**config.mk**
```make
export PLATFORM = sky130hd
export DESIGN_NAME = ram_arbiter
export DESIGN_NICKNAME = d
export VERILOG_FILES = /design/src/rtl/ram_arb_pkg.sv /design/src/rtl/arb_wait_counter.sv /design/src/rtl/ram_arbiter.sv
export SDC_FILE = /design/constraint.sdc
export NUM_CORES = 1
export LEC_CHECK = 0
export CORE_AREA = 8 8 113 115
export CTS_BUF_LIST = sky130_fd_sc_hd__clkbuf_4
export DETAILED_ROUTE_END_ITERATION = 8
export DIE_AREA = 0 0 121 123
export GPL_TIMING_DRIVEN = 1
export HOLD_SLACK_MARGIN = 0.03
export SYNTH_ARGS = -nofsm -noshare
export SYNTH_HDL_FRONTEND = slang
export SYNTH_SLANG_ARGS = --single-unit
```
**constraint.sdc**
```tcl
create_clock -name clk -period 3.8 [get_ports clk]
set_clock_uncertainty 0.2 [all_clocks]
set_input_delay 0.95 -clock clk [delete_from_list [all_inputs] [get_ports clk]]
set_output_delay 0.95 -clock clk [all_outputs]
set_load 0.02 [all_outputs]
```
**src/rtl/ram_arb_pkg.sv**
```systemverilog
// Shared types, default widths and helpers for the two-port data-RAM arbiter.
package ram_arb_pkg;

    localparam int DEF_ADDR_W   = 32;
    localparam int DEF_DATA_W   = 32;
    localparam int DEF_STRB_W   = DEF_DATA_W / 8;
    localparam int DEF_MAX_WAIT = 4;

    typedef enum logic {
        PORT_CORE = 1'b0,
        PORT_AUX  = 1'b1
    } port_id_t;

    // An all-zero byte strobe marks the access as a read.
    function automatic logic is_read(input logic [DEF_STRB_W-1:0] we);
        return (we == '0);
    endfunction

endpackage

```
**src/rtl/arb_wait_counter.sv**
```systemverilog
// Saturating count of consecutive arbitrations lost by the auxiliary port.
module arb_wait_counter
    import ram_arb_pkg::*;
#(
    parameter int MAX_WAIT = DEF_MAX_WAIT,
    parameter int CNT_W    = $clog2(MAX_WAIT + 1)
) (
    input  logic             clk,
    input  logic             rst_n,
    input  logic             inc_i,
    input  logic             clr_i,
    output logic [CNT_W-1:0] cnt_o,
    output logic             sat_o
);

    logic [CNT_W-1:0] cnt_q;
    logic [CNT_W-1:0] cnt_d;

    always_comb begin
        cnt_d = cnt_q;
        if (clr_i) begin
            cnt_d = '0;
        end else if (inc_i && (cnt_q != CNT_W'(MAX_WAIT))) begin
            cnt_d = cnt_q + 1'b1;
        end
    end

    // NOTE: sequential state uses non-blocking assignments so every flop samples pre-edge values.
    always_ff @(posedge clk) begin
        if (!rst_n) begin
            cnt_q <= '0;
        end else begin
            cnt_q <= cnt_d;
        end
    end

    assign cnt_o = cnt_q;
    assign sat_o = (cnt_q == CNT_W'(MAX_WAIT));

endmodule

```
**src/rtl/ram_arbiter.sv**
```systemverilog
// Fixed-priority arbiter sharing one data RAM between the core (port 0) and an
// auxiliary master (port 1), with bounded wait for port 1 and 1-cycle read return.
module ram_arbiter
    import ram_arb_pkg::*;
#(
    parameter int ADDR_W   = DEF_ADDR_W,
    parameter int DATA_W   = DEF_DATA_W,
    parameter int MAX_WAIT = DEF_MAX_WAIT
) (
    input  logic                  clk,
    input  logic                  rst_n,
    input  logic                  req0,
    input  logic                  req1,
    input  logic [DATA_W/8-1:0]   we0,
    input  logic [DATA_W/8-1:0]   we1,
    input  logic [ADDR_W-1:0]     addr0,
    input  logic [ADDR_W-1:0]     addr1,
    input  logic [DATA_W-1:0]     wdata0,
    input  logic [DATA_W-1:0]     wdata1,
    output logic                  gnt0,
    output logic                  gnt1,
    output logic                  rvalid0,
    output logic                  rvalid1,
    output logic [DATA_W-1:0]     rdata0,
    output logic [DATA_W-1:0]     rdata1,
    output logic                  ram_r,
    output logic [DATA_W/8-1:0]   ram_w,
    output logic [ADDR_W-1:0]     ram_addr,
    output logic [DATA_W-1:0]     ram_wdata,
    input  logic [DATA_W-1:0]     ram_rdata
);

    localparam int CNT_W = $clog2(MAX_WAIT + 1);

    logic             wait_sat;
    logic [CNT_W-1:0] wait_cnt;
    logic             rpend_q, rpend_d;
    port_id_t         rsel_q,  rsel_d;

    arb_wait_counter #(
        .MAX_WAIT (MAX_WAIT),
        .CNT_W    (CNT_W)
    ) u_wait_counter (
        .clk   (clk),
        .rst_n (rst_n),
        .inc_i (req1 && !gnt1),
        .clr_i (gnt1),
        .cnt_o (wait_cnt),
        .sat_o (wait_sat)
    );

    // NOTE: every output gets a default before the branches, so no latch can be inferred.
    always_comb begin
        gnt0      = 1'b0;
        gnt1      = 1'b0;
        ram_r     = 1'b0;
        ram_w     = '0;
        ram_addr  = '0;
        ram_wdata = '0;
        // The grant path is gated by rst_n so the RAM sees nothing while in reset.
        if (rst_n) begin
            if (req1 && (!req0 || wait_sat)) begin
                gnt1      = 1'b1;
                ram_w     = we1;
                ram_r     = is_read(we1);
                ram_addr  = addr1;
                ram_wdata = wdata1;
            end else if (req0) begin
                gnt0      = 1'b1;
                ram_w     = we0;
                ram_r     = is_read(we0);
                ram_addr  = addr0;
                ram_wdata = wdata0;
            end
        end
    end

    always_comb begin
        rpend_d = ram_r;
        rsel_d  = rsel_q;
        if (ram_r) begin
            rsel_d = gnt1 ? PORT_AUX : PORT_CORE;
        end
    end

    always_ff @(posedge clk) begin
        if (!rst_n) begin
            rpend_q <= 1'b0;
            rsel_q  <= PORT_CORE;
        end else begin
            rpend_q <= rpend_d;
            rsel_q  <= rsel_d;
        end
    end

    // A read captured just before reset asserts is suppressed while rst_n is low.
    assign rvalid0 = rst_n && rpend_q && (rsel_q == PORT_CORE);
    assign rvalid1 = rst_n && rpend_q && (rsel_q == PORT_AUX);
    assign rdata0  = rvalid0 ? ram_rdata : '0;
    assign rdata1  = rvalid1 ? ram_rdata : '0;

endmodule

```
=== Yosys cells after proc, flatten, opt, wreduce, memory -nomap -nowiden ===
Index checks and enable logic that the tools add are counted.

* Add/sub/neg operators: 1
* $mul: 0
* Div/mod/pow operators: 0
* Order comparisons: 0
* Equal/unequal tests: 2
* Shifts and indexed selects: 0
* Muxes and demuxes: 20
* Bitwise operators: 2
* Reductions and logical operators: 12

{| class="wikitable"
|+ Operators by type and width
! cell !! count
|-
| 32-bit two-way mux || 8
|-
| 4-bit two-way mux || 3
|-
| 1-bit two-way mux || 9
|-
| 4-bit logical NOT || 2
|-
| 1-bit logical AND || 6
|-
| 3-bit by 1-bit adder with 3-bit output, second input constant || 1
|-
| 3-bit equality test, second input constant || 1
|-
| 3-bit inequality test, second input constant || 1
|-
| 1-bit logical NOT || 2
|-
| 1-bit inverter || 2
|-
| 2-bit OR reduction || 1
|-
| 1-bit logical OR || 1
|}

* Register bits: 5
* Bits in latches: 0
* Bits in writable memories: 0
* ROM bits: 0
* Input bits: 172
* Logic and storage cells: 40
* Memories kept: 0

=== Longest topological paths before layout ===
Gate-level depths: netlist (run 1).

* Depth after elaboration: 8
* Mapped depth: 7

=== Cells and area by module ===
Synthesis (run 1) repeated with hierarchy kept, for this count alone.

* Cell total of the unflattened synthesis: 191
* Area total of the unflattened synthesis: 1482.7 um2

{| class="wikitable"
|+ Modules (own cells, without submodules)
! module !! times used !! cells each !! area an instance (um2) !! seq. area each (um2)
|-
| ram_arbiter || 1 || 173 || 1295.0 || 40.0
|-
| arb_wait_counter || 1 || 18 || 187.7 || 60.1
|}

=== Worst setup path before layout (run 1) ===
Ideal clock, no wire load.

* Kind: input-to-output
* Start point: input we0[0]
* End point: output ram_r
* Arrival: 1.938 ns
* Path slack: 0.712 ns
* Stages: 3
* Cells stage by stage: or4_1 > a311oi_2 > a21o_1

* Cells in the longest elaborated chain, start to end: 4

{| class="wikitable"
|+ RTL lines
! item !! RTL line !! text
|-
| start: declaration || ram_arbiter.sv:14 || <nowiki>input logic [DATA_W/8-1:0] we0,</nowiki>
|-
| 4-bit logical NOT || ram_arb_pkg.sv:16 || <nowiki>return (we == '0);</nowiki>
|-
| 1-bit two-way mux || ram_arbiter.sv:68 || <nowiki>end else if (req0) begin</nowiki>
|-
| 1-bit two-way mux || ram_arbiter.sv:62 || <nowiki>if (req1 && (!req0 || wait_sat)) begin</nowiki>
|-
| 1-bit two-way mux || ram_arbiter.sv:61 || <nowiki>if (rst_n) begin</nowiki>
|-
| end: declaration || ram_arbiter.sv:26 || <nowiki>output logic ram_r,</nowiki>
|}

No other way between the ends.

=== Worst setup path after layout (run 1) ===
* Start point: input req0
* End point: output ram_addr[4]

* Cells in the longest elaborated chain, start to end: 5

{| class="wikitable"
|+ RTL lines
! item !! RTL line !! text
|-
| start: declaration || ram_arbiter.sv:12 || <nowiki>input logic req0,</nowiki>
|-
| 1-bit logical NOT || ram_arbiter.sv:62 ||
|-
| 1-bit logical OR || ram_arbiter.sv:62 ||
|-
| 1-bit logical AND || ram_arbiter.sv:62 ||
|-
| 32-bit two-way mux * || ram_arbiter.sv:62 ||
|-
| 32-bit two-way mux * || ram_arbiter.sv:61 ||
|-
| end: declaration || ram_arbiter.sv:28 || <nowiki>output logic [ADDR_W-1:0] ram_addr,</nowiki>
|}

Every way passes the cells marked *; elsewhere a longest branch is shown, timed or not.

==> results.yml, run 1 <==
route:
  routedLengthMet1_um: 4459
  wl_met2_um: 6581
  top_layer_used: "met5"
  num_vias: 2772
  drt_pass1_iterations: 4
  wl_met3_um: 1682
  first_iter_violations: 87
  post_drt_wl_per_cell_um: 20.08
  final_antenna_net_count: 0
  drc: 0
  via_per_inst: 4.331
  routed_wl_um: 12850
setup_path:
  ff2ff_path_depth: 6
  worstPathMaxFanout: 22
  cp-startpoint: "req0"
  crit_path_end_kind: "output pin"
  cp-start-kind: "input port"
  path_class: "in -> out"
  rrSetupSlack_ns: 2.02
  crit_arrival_ns: 2.60
  r2r_end: "rpend_q$_SDFF_PN0_"
  crit_path_end: "ram_addr[4]"
  required_ns: 2.65
  r2r_start: "u_wait_counter.cnt_o[0]$_SDFFE_PP0P_"
power_and_ir_drop:
  finalPower_uw: 520.0
  p_per_area_mw_per_mm2: 117.3
  ir_worst_vdd_mv: 0.04676
  p_leak_uw: 0.002255
final_layout:
  layout.cell_area.non_filler_sq_mm: 0.004433
  nFillCells: 1211
  nets: 670
  layout-drive-gt1-share: 0.1778
  areaGrowthSynthToFinish_pct: 196.0
timing:
  max_freq_mhz: 266.9
  setup_violations: 0
  tightestPinTransition_ns: 0.3904
  hold_violations: 0
  fin_setup_tns_ns: 0
  min_period_ns: 3.747
  finalMaxSlewViolations: 0
  max-slew-margin-rel: 0.7373
  rsz0062_at_grt: "false"
  fin_crit_sh: 0.9860
cts:
  clk_pin_slew_ns: 0.04
  cts_buffers: 3
  htreeDepth: 1
  cts.sink_count: 5
  clock_path_buffers: 2
  cts_tree: "done"
  ctsHoldBuffers: 0
  cts_setup_buffers: 0
  cts-root-buf: "clkbuf_4"
  clock_latency_ns: 0.23
synth:
  synth_cell_types: 29
  synth_area_sq_mm: 0.001498
  synth_cells: 188
  ys_ff_latch: 5
  yosys_warnings: 0
  synth_seq_area_share: 0.06683
  yosys.area.top_type_share: 0.3977
  syn-num-nets: 362
  avgSynthCellArea_sq_um: 7.966
  yosysTopAreaCell: "a22o_1"
  synth_area_leaders: "a22o_1 40%, and2_1 27%, buf_8 7.0%, dfxtp_1 6.7%, buf_2 2.0%"
place:
  port_buffers: 308
  place_area_sq_mm: 0.004775
  place_hpwl_um: 11520
  gp_congestion: 0.8276
floorplanning:
  rows: 39
  core_region_area_sq_mm: 0.01108
  die_y_um: 123
  io_pins: 309
  initial_core_util: 0.1352
  die_x_um: 121
  die_area_sq_mm: 0.01488
grt:
  antenna_found_initial: 3
  grt_pass1_wl_um: 17940
  grt_pass1_vias: 3095
  grt_max_degree: 39
  overflow: 0
  grt_use_total: 0.1571
run:
  maxCapViolCount: 0
hold_path:
  min-delay-start: "rsel_q$_SDFFE_PN0P_"
  hold_path.class: "reg -> reg"
outcome:
  status: "completed"
==> layout make-up <==
| class | count | area (sq um) | area share |
|---|---|---|---|
| flip-flops and latches | 5 | 100.1 | 0.02258 |
| inverters | 3 | 11.26 | 0.002540 |
| well taps | 143 | 178.9 | 0.04036 |
| multi-input cells | 158 | 1199 | 0.2704 |
| repair buffers | 325 | 2909 | 0.6562 |
| diodes | 2 | 5.005 | 0.001129 |
| clock buffers | 4 | 30.03 | 0.006774 |
==> sequential cells by signal (all words and copies together), names as in the netlist <==
| signal | flops |
|---|---|
| u_wait_counter.cnt_o | 3 |
| rpend_q | 1 |
| rsel_q | 1 |
==> what timing repair did <==
| action | in CTS | in global routing |
|---|---|---|
| endpoints found under the setup margin | 132 | 64 |
| pin swaps | 0 | 0 |
| resized for setup | 146 | 112 |
==> metrics by stage <==
| stage | cells | utilization | hold WS, ns | worst slack, ns |
|---|---|---|---|---|
| 2_1_floorplan | 188 | - | 0.2508 | 0.7118 |
| 3_3_place_gp | 634 | 0.4310 | 0.2640 | -0.2495 |
| 3_5_place_dp | 634 | 0.4310 | 0.2743 | -0.2823 |
| 4_1_cts | 638 | 0.4206 | 0.2821 | 0.0005251 |
| 5_1_grt | 639 | 0.4000 | 0.3271 | 0.001658 |
| 6_report | 640 | 0.4002 | 0.2803 | 0.05331 |
==> synthesized netlist by cell type <==
master	instances
a311oi_2	1
nor4_1	1
o2bb2ai_1	1
a22o_1	68
buf_6	1
a21boi_0	1
buf_4	1
a21bo_1	1
buf_8	7
nor3_1	1
clkbuf_1	6
o21ai_0	1
nand4b_1	1
and2_1	65
nor3b_1	1
dfxtp_1	5
buf_12	1
o22ai_1	1
and3_4	1
o21a_1	1
a21o_1	2
nor2_1	2
ha_1	2
a31oi_2	1
buf_2	6
inv_1	3
and3_1	1
or4_1	1
nand2_1	4
==> per-layer routing <==
layer,GRT usage,vias up
met5,0,-
met4,0.03044,4
met3,0.08584,8
met2,0.3029,186
met1,0.1421,1251
li1,-,1323
==> worst min path at each step <==
stage	end	slack, ns	depth (start not counted)
2_1_floorplan	rsel_q$_SDFFE_PN0P_	0.25	2
3_3_place_gp	rsel_q$_SDFFE_PN0P_	0.26	2
3_5_place_dp	rsel_q$_SDFFE_PN0P_	0.27	2
4_1_cts	rsel_q$_SDFFE_PN0P_	0.28	2
5_1_grt	rsel_q$_SDFFE_PN0P_	0.33	2
6_report	rsel_q$_SDFFE_PN0P_	0.28	2
==> kinds of logic after synthesis <==
| family | synth area share |
|---|---|
| compound gates | 0.4561 |
| fa+ha+maj | 0.01671 |
| flops | 0.06684 |
| buf+inv | 0.1387 |
| simple gates | 0.3216 |
==> report_power, final <==
group	total [uW]	switching [uW]	internal, uW
combinational	400	160	239
clock	65.8	19.1	46.6
sequential	54.6	0.734	53.9
total	520	180	340
==> cells in the final DEF, fill, tap and decap left out, types with 3 or more instances in the layout <==
cell / count
clkbuf_4: 4
nand2_1: 4
clkdlybuf4s50_1: 171
clkdlybuf4s15_1: 5
and2_1: 65
dfxtp_1: 5
buf_4: 14
clkbuf_2: 58
a22o_1: 68
dlygate4sd2_1: 68
buf_12: 7
inv_1: 3
==> worst max-delay path: stages <==
cell             delay, ns
clkdlybuf4s50_1       0.51
a21bo_1               0.23
and3_4                0.23
buf_12                0.16
a22o_1                0.23
clkdlybuf4s15_1       0.28
(Power assumes the default switching activity.)
==> run 2: changes to the inputs <==
- CORE_AREA: 8 8 113 115 -> 8 8 112 114
- DIE_AREA: 0 0 121 123 -> 0 0 120 122
- clock period: 3.8 -> 4.1 ns (I/O delays scaled with it)
==> run 2 against run 1 <==
  * Register-to-register slack gained 0.34 ns
  * Non-clock buffer count grew 2
  * Final area grew 8.9%
  * Combinational power shrank 5%
  * Power shrank 5.0%
  * Hold slack lost 0.00083 ns
  * Final cell count shrank 0.47%
  * Wire length shrank 2.3%
  * Clock power shrank 4.3%
  * Largest cell class unchanged
  * Largest power group unchanged
==> results.yml, run 2 (same netlist as run 1, synthesis figures left out) <==
outcome:
  status: "completed"
timing:
  hold_violations: 0
  rsz0062_at_grt: "false"
  max_freq_mhz: 249.7
  finalMaxSlewViolations: 0
  fin_crit_sh: 0.9768
  setup_slack_ns: 0.09527
  tightestPinTransition_ns: 0.3647
  setup_violations: 0
  min_period_ns: 4.005
  max-slew-margin-rel: 0.7546
grt:
  grt_pass1_vias: 2964
  grt_use_total: 0.1542
  grt_max_degree: 40
  antenna_found_initial: 0
  overflow: 0
  grt_pass1_wl_um: 17690
floorplanning:
  die_x_um: 120
  initial_core_util: 0.1400
  die_area_sq_mm: 0.01464
  rows: 38
  io_pins: 309
  core_region_area_sq_mm: 0.01070
  die_y_um: 122
final_layout:
  nets: 672
  layout_common_cells: "175 x clkdlybuf4s50_1, 87 x dlygate4sd2_1, 68 x a22o_1"
  largest_reg_flops: 3
  layout_commonest_cell: "clkdlybuf4s50_1"
  areaGrowthSynthToFinish_pct: 222.2
  final_cell_count_no_fill: 637
  layout-drive-gt1-share: 0.06640
  n_antenna_cell: 0
route:
  post_drt_wl_per_cell_um: 19.71
  routed_wl_um: 12550
  drt_pass1_iterations: 4
  first_iter_violations: 76
  drc: 0
  via_per_inst: 4.289
  final_antenna_net_count: 0
  num_vias: 2732
place:
  port_buffers: 308
  place_ws_ns: -0.1221
  gp_congestion: 0.7998
  place_hpwl_um: 11010
  place_inst: 630
setup_path:
  cp_slowest_cell: "clkdlybuf4s50_1"
  worstPathMaxFanout: 39
  max_stage_delay_ns: 0.64
  critPathBufInv: 3
  crit_path_end_kind: "output pin"
  cp-start-kind: "input port"
  crit_arrival_ns: 2.78
  required_ns: 2.87
  crit_path_cell_trace: "clkdlybuf4s50_1, a21bo_1, and3_4, buf_12, clkdlybuf4s50_1"
  cpMostUsedCell: "clkdlybuf4s50_1"
  cp_top_family: "buffers and inverters"
  path_class: "in -> out"
cts:
  ctsHoldBuffers: 0
  cts_tree: "done"
  clock_path_buffers: 2
  htreeDepth: 1
  clk_pin_slew_ns: 0.04
  cts-root-buf: "clkbuf_4"
  cts_buffers: 3
  clock_latency_ns: 0.24
  cts.sink_count: 5
power_and_ir_drop:
  p_leak_uw: 0.002976
  p_per_area_mw_per_mm2: 102.4
  ir_worst_vdd_mv: 0.06129
  finalPower_uw: 494.1
run:
  maxCapViolCount: 0
hold_path:
  hold_path.class: "reg -> reg"
## run 2: cell types whose count changed in the layout (fill, tap and decap cells not counted), sizes merged
cell	delta
clkbuf	-58
dlymetal6s2s	+40
dlygate4sd2	+19
clkdlybuf4s15	-5
clkdlybuf4s50	+4
buf	+2
diode	-2
## run 2: path summary, 6_finish.rpt
check                         to  depth (start not counted)  slack (ns)                            startpoint
max                         gnt1                          5         0.1                                  req0
min          rsel_q$_SDFFE_PN0P_                          2        0.28                   rsel_q$_SDFFE_PN0P_
max reg2reg   rpend_q$_SDFF_PN0_                          6        2.36  u_wait_counter.cnt_o[0]$_SDFFE_PP0P_
min reg2reg  rsel_q$_SDFFE_PN0P_                          2        0.28                   rsel_q$_SDFFE_PN0P_
## run 2: per-layer routing
layer	global-route usage	vias to the layer above	wire [um]
li1	-	1323	-
met1	0.1530	1221	4414
met2	0.2934	184	6510
met3	0.07265	4	1576
met4	0.02030	0	52
met5	0	-	0
## run 2: where the power goes
part	total [uW]	internal [uW]	switching (uW)
registers	50.6	49.9	0.693
clock network	63.0	43.4	19.6
logic	381	234	146
total	494	328	167
## run 2: cell type report
class | instances | area [sq um]
inverter | 3 | 11.26
timing repair buffer | 327 | 3309
clock buffer | 4 | 30.03
fill | 1082 | 5872
tap | 140 | 175.2
sequential | 5 | 100.1
multi-input combinational | 158 | 1200
## run 2: what timing repair did
item | 4_1_cts | 5_1_grt
buffers inserted | 2 | 0
endpoints found under the setup margin | 102 | 40
gates cloned | 1 | 0
gates resized for setup | 89 | 40
## run 2: metrics by stage
stage               utilization  instance area, sq um  hold slack (ns)  TNS [ns]
finish                   0.4511                  4826           0.2794         0
global route             0.4511                  4826           0.2986         0
CTS                      0.4418                  4726           0.2806         0
detailed placement       0.4450                  4761           0.2737    -7.029
global placement         0.4450                  4761           0.2590    -6.776
floorplan                     -                  1498           0.2508         0
## run 2: worst register-to-register path, cell delays in order, from the launching register on
cell     delay (ns)
dfxtp_1        0.35
inv_1          0.07
ha_1           0.27
a21bo_1        0.23
and3_4         0.20
buf_4          0.16
a21o_1         0.15
==> run 3: changes to the inputs <==
- ABC_AREA: not set -> 1
- CORE_AREA: 8 8 112 114 -> 8 8 114 116
- DIE_AREA: 0 0 120 122 -> 0 0 122 124
==> run 3 against run 2 <==
  * Power decreased by 4.1%
  * Sequential power about the same
  * Die area increased by 3.3%
  * Utilization decreased by 2.2 points
  * Critical endpoint unchanged
  * Wire length decreased by 5.1%
  * Worst setup slack improved by 0.037 ns
  * Largest power group unchanged
  * Final area decreased by 0.54%
  * Global-route usage decreased by 1.8 points
  * Clock power decreased by 1%
  * Sequential cell count unchanged
  * Fmax increased by 0.94%
==> results.yml, run 3 <==
outcome:
  status: "completed"
setup_path:
  required_ns: 2.87
  critPathBufInv: 4
  path_class: "in -> out"
  crit_arrival_ns: 2.74
  cp_slowest_cell: "clkdlybuf4s50_1"
  cpMostUsedCell: "clkdlybuf4s50_1"
  cp-start-kind: "input port"
  crit_path_cell_trace: "clkdlybuf4s50_1, a21boi_2, inv_2, nor2_4, buf_6, clkdlybuf4s50_1"
  worstPathMaxFanout: 24
  crit_path_end_kind: "output pin"
  max_stage_delay_ns: 0.64
  cp_top_family: "buffers and inverters"
floorplanning:
  io_pins: 309
  rows: 39
  initial_core_util: 0.1379
  die_y_um: 124
  die_x_um: 122
  die_area_sq_mm: 0.01513
  core_region_area_sq_mm: 0.01117
power_and_ir_drop:
  p_switching_uw: 172.1
  power_frac_comb: 0.761
  p_per_area_mw_per_mm2: 98.70
  finalPower_uw: 473.7
  p_leak_uw: 0.003101
  p_int_uw: 301.6
  pwr-share-seq: 0.107
  switching_share: 0.3633
  ir_worst_vdd_mv: 0.09122
  p_clk_frac: 0.131
timing:
  tightestPinTransition_ns: 0.3632
  max-slew-margin-rel: 0.7568
  finalMaxSlewViolations: 0
  max_freq_mhz: 252.1
  setup_violations: 0
  fin_crit_sh: 0.9676
  rsz0062_at_grt: "false"
  min_period_ns: 3.967
  hold_violations: 0
synth:
  yosysTopAreaCell: "nand2_1"
  yosysMostFrequentCell: "nand2_1"
  synth_area_sq_mm: 0.001541
  yosys.area.top_type_share: 0.5284
  synth_top_flop_cell: "dfxtp_1"
  yosys-top-cells-count: "217 x nand2_1, 67 x nor2_1, 41 x inv_1"
  synth_seq_area_share: 0.06494
  synth_area_leaders: "nand2_1 53%, nor2_1 16%, inv_1 10%, dfxtp_1 6.5%, buf_2 3.9%"
  synth_cell_types: 19
  syn-num-nets: 540
  avgSynthCellArea_sq_um: 4.212
  synth_cells: 366
  ys_async_sr_fraction: 0
  yosys_warnings: 0
  ys_ff_latch: 5
  synth_edf_count: 0
cts:
  clock_latency_ns: 0.23
  clock_path_buffers: 2
  clk_pin_slew_ns: 0.04
  cts_tree: "done"
  cts.sink_count: 5
  ctsHoldBuffers: 0
  htreeDepth: 1
  cts_buffers: 3
  postCtsResizedCells: 117
  cts_setup_buffers: 0
  cts-root-buf: "clkbuf_4"
place:
  place_inst: 809
  port_buffers: 308
  gp_congestion: 0.8480
  place_hpwl_um: 10360
grt:
  grt.met1_usage: 0.1440
  busiest_layer: "met2"
  grt_pass1_wl_um: 16640
  grt_pass1_vias: 3073
  gr-usage-met2: 0.2610
  antenna_found_initial: 0
  grt_use_total: 0.1364
  grt_max_degree: 47
  overflow: 0
  global_route.usage.met3: 0.04170
final_layout:
  largest_reg_flops: 3
  areaGrowthSynthToFinish_pct: 211.4
  nFillCells: 1219
  register_area_sq_um: 100.1
  final_cell_count_no_fill: 813
  n_antenna_cell: 0
  layout_common_cells: "217 x nand2_1, 174 x clkdlybuf4s50_1, 116 x dlygate4sd2_1"
  nets: 845
  layout-drive-gt1-share: 0.03284
  layout_commonest_cell: "nand2_1"
  multi_input_area_sq_mm: 0.001194
route:
  routed_wl_um: 11920
  drt_pass1_iterations: 6
  post_drt_wl_per_cell_um: 14.66
  drc: 0
  num_vias: 3166
  final_antenna_net_count: 0
  via_per_inst: 3.894
  first_iter_violations: 99
hold_path:
  hold_path.class: "reg -> reg"
run:
  maxCapViolCount: 0
[run 3: worst paths after layout]
kind | start | to | slack [ns] | depth (start not counted)
hold / removal | rsel_q$_SDFFE_PN0P_ | rsel_q$_SDFFE_PN0P_ | 0.29 | 2
setup reg to reg | u_wait_counter.cnt_o[0]$_SDFFE_PP0P_ | rsel_q$_SDFFE_PN0P_ | 2.32 | 10
setup / recovery | req1 | gnt1 | 0.13 | 6
hold reg to reg | rsel_q$_SDFFE_PN0P_ | rsel_q$_SDFFE_PN0P_ | 0.29 | 2
[run 3: cell families after synthesis]
logic type | share of synthesized area
and+or+nand+nor | 0.7208
DFF | 0.06494
adders and majority gates | 0.01623
xor gates and xnor gates | 0.005683
buffers and inverters | 0.1705
AOI/OAI and AO/OA | 0.02191
[run 3: cell type report]
| type | count | share of cell area |
|---|---|---|
| clock buffers | 4 | 0.006257 |
| well taps | 143 | 0.03728 |
| repair buffers | 320 | 0.6541 |
| multi-input cells | 299 | 0.2487 |
| inverters | 42 | 0.03285 |
| flip-flops and latches | 5 | 0.02086 |
[run 3: metrics by stage]
step	setup TNS (ns)	cell area, sq um	worst slack (ns)	util	hold slack [ns]
after floorplan	0	1541	0.5080	-	0.2571
after detailed placement	-4.901	4856	-0.09954	0.4346	0.2764
after CTS	-0.5302	4745	-0.03830	0.4246	0.2822
final	0	4800	0.1326	0.4295	0.2875
after global placement	-2.255	4856	-0.09445	0.4346	0.2678
after global routing	0	4800	0.04371	0.4295	0.3150
[run 3: metal layers]
metal,vias to the layer above,part of all wire
met5,-,0
met4,0,0.016
met3,12,0.087
met2,144,0.54
met1,1353,0.35
li1,1657,-
[run 3: power by group through the flow]
stage / registers [uW] / clock network, uW / logic [uW]
global placement: 51.6 / 0 / 389
global route: 50.9 / 69.0 / 388
floorplan: 51.6 / 0 / 122
CTS: 50.9 / 63.4 / 365
finish: 50.9 / 62.2 / 361
detailed placement: 51.7 / 0 / 392
[run 3: worst min-delay path: stages (launching register included)]
cell,delay [ns]
dfxtp_1,0.32
nand3_1,0.08
nand2_1,0.04
